`src/rtl/shift_reg_ctrl.sv`:
```
// shift_reg_ctrl: burst-controlled multi-mode shift register; define SHREG_PARITY_EN to drive parity with ^q
module shift_reg_ctrl #(
  parameter int WIDTH = 32,
  parameter int CNT_W = 6
) (
  input  logic             clk,
  input  logic             rst,
  input  logic             ena,
  input  logic             start,
  input  logic [2:0]       mode,
  input  logic [CNT_W-1:0] count,
  input  logic             ser_in,
  input  logic [WIDTH-1:0] load_data,
  output logic [WIDTH-1:0] q,
  output logic             ser_out,
  output logic             busy,
  output logic             done,
  output logic             parity
);
  typedef enum logic [1:0] {IDLE, RUN, FIN} state_t;
  state_t state_q, state_d;
  logic [2:0] op_q, op_d;
  logic [CNT_W-1:0] rem_q, rem_d;
  logic [WIDTH-1:0] q_q, q_d;
  logic ser_q, ser_d;
  always_comb begin
    state_d = state_q;
    op_d = op_q;
    rem_d = rem_q;
    q_d = q_q;
    ser_d = ser_q;
    case (state_q)
      IDLE: if (start && ena) begin
        op_d = mode;
        rem_d = count;
        state_d = (count == '0 || mode > 3'd5) ? FIN : RUN;
      end
      RUN: if (ena) begin
        case (op_q)
          3'd0: q_d = load_data;
          3'd1: begin q_d = {q_q[WIDTH-2:0], ser_in}; ser_d = q_q[WIDTH-1]; end
          3'd2: begin q_d = {ser_in, q_q[WIDTH-1:1]}; ser_d = q_q[0]; end
          3'd3: begin q_d = {q_q[WIDTH-2:0], q_q[WIDTH-1]}; ser_d = q_q[WIDTH-1]; end
          3'd4: begin q_d = {q_q[0], q_q[WIDTH-1:1]}; ser_d = q_q[0]; end
          default: q_d = '0;
        endcase
        rem_d = rem_q - CNT_W'(1);
        state_d = (rem_q == CNT_W'(1)) ? FIN : RUN;
      end
      default: state_d = IDLE;
    endcase
  end
  always_ff @(posedge clk) begin
    if (rst) begin
      state_q <= IDLE;
      op_q <= '0;
      rem_q <= '0;
      q_q <= '0;
      ser_q <= 1'b0;
    end else begin
      state_q <= state_d;
      op_q <= op_d;
      rem_q <= rem_d;
      q_q <= q_d;
      ser_q <= ser_d;
    end
  end
  assign q = q_q;
  assign ser_out = ser_q;
  assign busy = (state_q == RUN);
  assign done = (state_q == FIN);
`ifdef SHREG_PARITY_EN
  assign parity = ^q_q;
`else
  assign parity = 1'b0;
`endif
endmodule

```
`config.mk`:
```
export PLATFORM = sky130hd
export DESIGN_NAME = shift_reg_ctrl
export DESIGN_NICKNAME = d
export VERILOG_FILES = /design/src/rtl/shift_reg_ctrl.sv
export SDC_FILE = /design/constraint.sdc
export NUM_CORES = 1
export LEC_CHECK = 0
export BUFFER_PORTS_ARGS = -buffer_cell sky130_fd_sc_hd__buf_4
export CAP_MARGIN = 20
export CORE_UTILIZATION = 37
export DETAILED_ROUTE_END_ITERATION = 8
export GPL_TIMING_DRIVEN = 0
export PLACE_DENSITY = 0.65
export SYNTH_ARGS = -nofsm -noshare
export SYNTH_HDL_FRONTEND = slang
export SYNTH_SLANG_ARGS = --single-unit
```
`constraint.sdc`:
```
create_clock -name clk -period 1.7 [get_ports clk]
set_clock_uncertainty 0.15 [all_clocks]
set_input_delay 0.17 -clock clk [delete_from_list [all_inputs] [get_ports clk]]
set_output_delay 0.17 -clock clk [all_outputs]
set_load 0.02 [all_outputs]
```
==> flow_summary.json <==
{
  "synth_top_area_cell": "dfxtp_1",
  "floorplan.die.height_um": 89.4,
  "finalHoldViolCount": 0,
  "yosysSeqAreaShare": 0.311,
  "grt_overflow": 0,
  "period_share": 0.963,
  "met1_usage": 0.296,
  "port_buffers": 80,
  "grt_pass1_wl_um": 13800,
  "io_pins": 82,
  "core-area_um2": 7330,
  "synth.most_common_cell": "dfxtp_1",
  "wirelength_um": 8670,
  "hp-class": "in -> reg",
  "synth_area_leaders": "dfxtp_1, a32oi_1, a211o_1, nand2b_1, and2_1",
  "cts_max_path_buffers": 2,
  "globalRouteMet2Util": 0.374,
  "rows": 31,
  "synthCells": 361,
  "use_met3": 0.0369,
  "root_buffer": "clkbuf_8",
  "num_vias": 3054,
  "max-slew-margin-rel": 0.590,
  "ant_nets": 0,
  "grt_max_degree": 14,
  "clkTransAtPathRegs_ns": 0.09,
  "holdWs_ns": 0.00167,
  "fin_crit_ns": 1.64,
  "clock_latency_ns": 0.30,
  "antenna_found_initial": 0,
  "crit_chain": "or2b_1 -> clkbuf_4 -> inv_4 -> buf_4",
  "fmax_mhz": 611,
  "drive_gt1_frac": 0.284,
  "post-route-util": 0.515,
  "max-vdd-ir-drop_v": 0.000322,
  "syn-cell-area_um2": 2830,
  "drc": 0,
  "maxSlewViolCount": 0,
  "dp_hpwl_um": 6150,
  "layout.nets": 501,
  "numClockSinks": 44,
  "async_reset_ff_frac": 0,
  "crit_path_max_fanout": 9,
  "setup_violations": 0,
  "drv_cap": 0,
  "grt-busiest-layer": "met2",
  "diodes": 0,
  "grt_pass1_vias": 2891,
  "syn2layout_area_growth_pct": 33.5,
  "power.leakage_nw": 1.59,
  "synthFlopType": "dfxtp_1",
  "firstDrtPassIters": 4,
  "first_iter_violations": 164,
  "status": "completed",
  "initial_core_util": 0.386,
  "cp.arrival_ns": 1.32,
  "drt-vias-per-instance": 5.52,
  "cp.required_ns": 1.38,
  "final_cells": 553,
  "synth_common_cells": "dfxtp_1, nand2_1, a21oi_1",
  "yosysTopAreaCellShare": 0.311,
  "cts_tree": "yes",
  "synth_nets": 409,
  "p_switching_uw": 776,
  "wire_per_inst_um": 15.7,
  "startpoint_type": "flip-flop",
  "combPwrFrac": 0.254,
  "die_w_um": 89.4,
  "yosysWarningCount": 0,
  "track_usage": 0.221,
  "internal_power_mw": 1.83,
  "p_per_area_nw_per_um2": 690,
  "dieArea_um2": 8000,
  "endpoint_kind": "output port",
  "slowest_delay_ns": 0.37,
  "cts_buffers": 5,
  "syn_area_per_cell_um2": 7.84,
  "power_frac_seq": 0.433,
  "worstMarginPinSlew_ns": 0.609,
  "ys_types": 51,
  "slowest_stage": "dfxtp_4",
  "synth-edff-count": 0,
  "path_class": "reg -> out",
  "rsz0062_at_grt": "true",
  "clkPwrFrac": 0.313,
  "power_mw": 2.61,
  "htreeDepth": 2,
  "p_sw_frac": 0.298,
  "routabilityCongestion": 0.811,
  "place_inst": 540,
  "synth_seq_cells": 44
}
## area by class of cell
class                           count  area (um2)
Inverter                            7        28.8
Multi-Input combinational cell    274        1760
Timing Repair Buffer               85         648
Sequential cell                    44         887
Clock inverter                      2        35.0
Tap cell                           99         124
Buffer                             36         219
Fill cell                         751        3550
Clock buffer                        6        72.6
## kinds of logic after synthesis
logic type / share of synthesized area
AO/OA/AOI/OAI: 0.352
AND/OR/NAND/NOR: 0.225
flip-flops: 0.311
buffers and inverters: 0.0730
multiplexers: 0.0252
adder cells (fa/ha/maj): 0.00884
other: 0.00133
XOR/XNOR: 0.00310
## power groups by stage
| stage | clock (mW) | combinational, mW | sequential [mW] |
|---|---|---|---|
| finish | 0.815 | 0.662 | 1.13 |
| global route | 0.871 | 0.728 | 1.14 |
| CTS | 0.830 | 0.645 | 1.13 |
| detailed placement | 0 | 0.629 | 1.15 |
| global placement | 0 | 0.621 | 1.15 |
| floorplan | 0 | 0.375 | 1.17 |
## layer usage
layer	routed length [um]	part of all wire
met5	0	0
met4	48	0.0055
met3	374	0.043
met2	4220	0.49
met1	4020	0.46
## cell usage in the layout (no fill, tap or decap), drive strengths merged, types with 2 or more instances in the layout
master        n
dfxtp        44
clkbuf       27
a2bb2oi       4
a221oi        2
nor2         17
nand2b       24
inv           7
mux2i         6
nor4          2
a32o          2
o31ai         4
ha            2
nand2        38
a32oi        23
nor4bb        2
a22oi         4
a211oi        5
a22o          5
nor2b         2
dlygate4sd3   4
and2         23
nor3          3
buf          96
o21ai        29
a211o        21
a21oi        28
a31oi         5
a21boi        3
## path summary, 6_finish.rpt
check	slack [ns]	from	cells past startpoint	end
hold / removal	0.002	count[0]	3	rem_q[0]
setup reg to reg	0.08	state_q[1]	7	q[8]
hold reg to reg	0.34	rem_q[1]	2	rem_q[1]
setup / recovery	0.06	state_q[0]	4	busy
## per-stage QoR
step | setup WS [ns] | instance area (um2) | TNS [ns]
2_1_floorplan | 0.136 | 2830 | 0
3_3_place_gp | -0.152 | 3550 | -2.68
3_5_place_dp | -0.134 | 3550 | -2.65
4_1_cts | 0.0113 | 3730 | 0
5_1_grt | -0.00393 | 3780 | -0.00722
6_report | 0.0635 | 3780 | 0
## flip-flops by register name (all words and copies together) (netlist names)
signal and count:
q 32, rem_q 6, state_q 2, op_q 3
ser_out 1
## worst max-delay path: cells and delay by family, from the launching register on
family	cells	cell delay [ns]
buffers and inverters	3	0.43
flip-flops	1	0.37
AND/OR/NAND/NOR	1	0.22
## what timing repair did
action / CTS / global route
cloned: 0 / 0
hold endpoints to repair: 6 / 0
resized for setup: 17 / 27
hold buffers: 4 / 0
endpoints found under the setup margin: 32 / 35
setup buffers: 0 / 1
(Power assumes the default switching activity.)
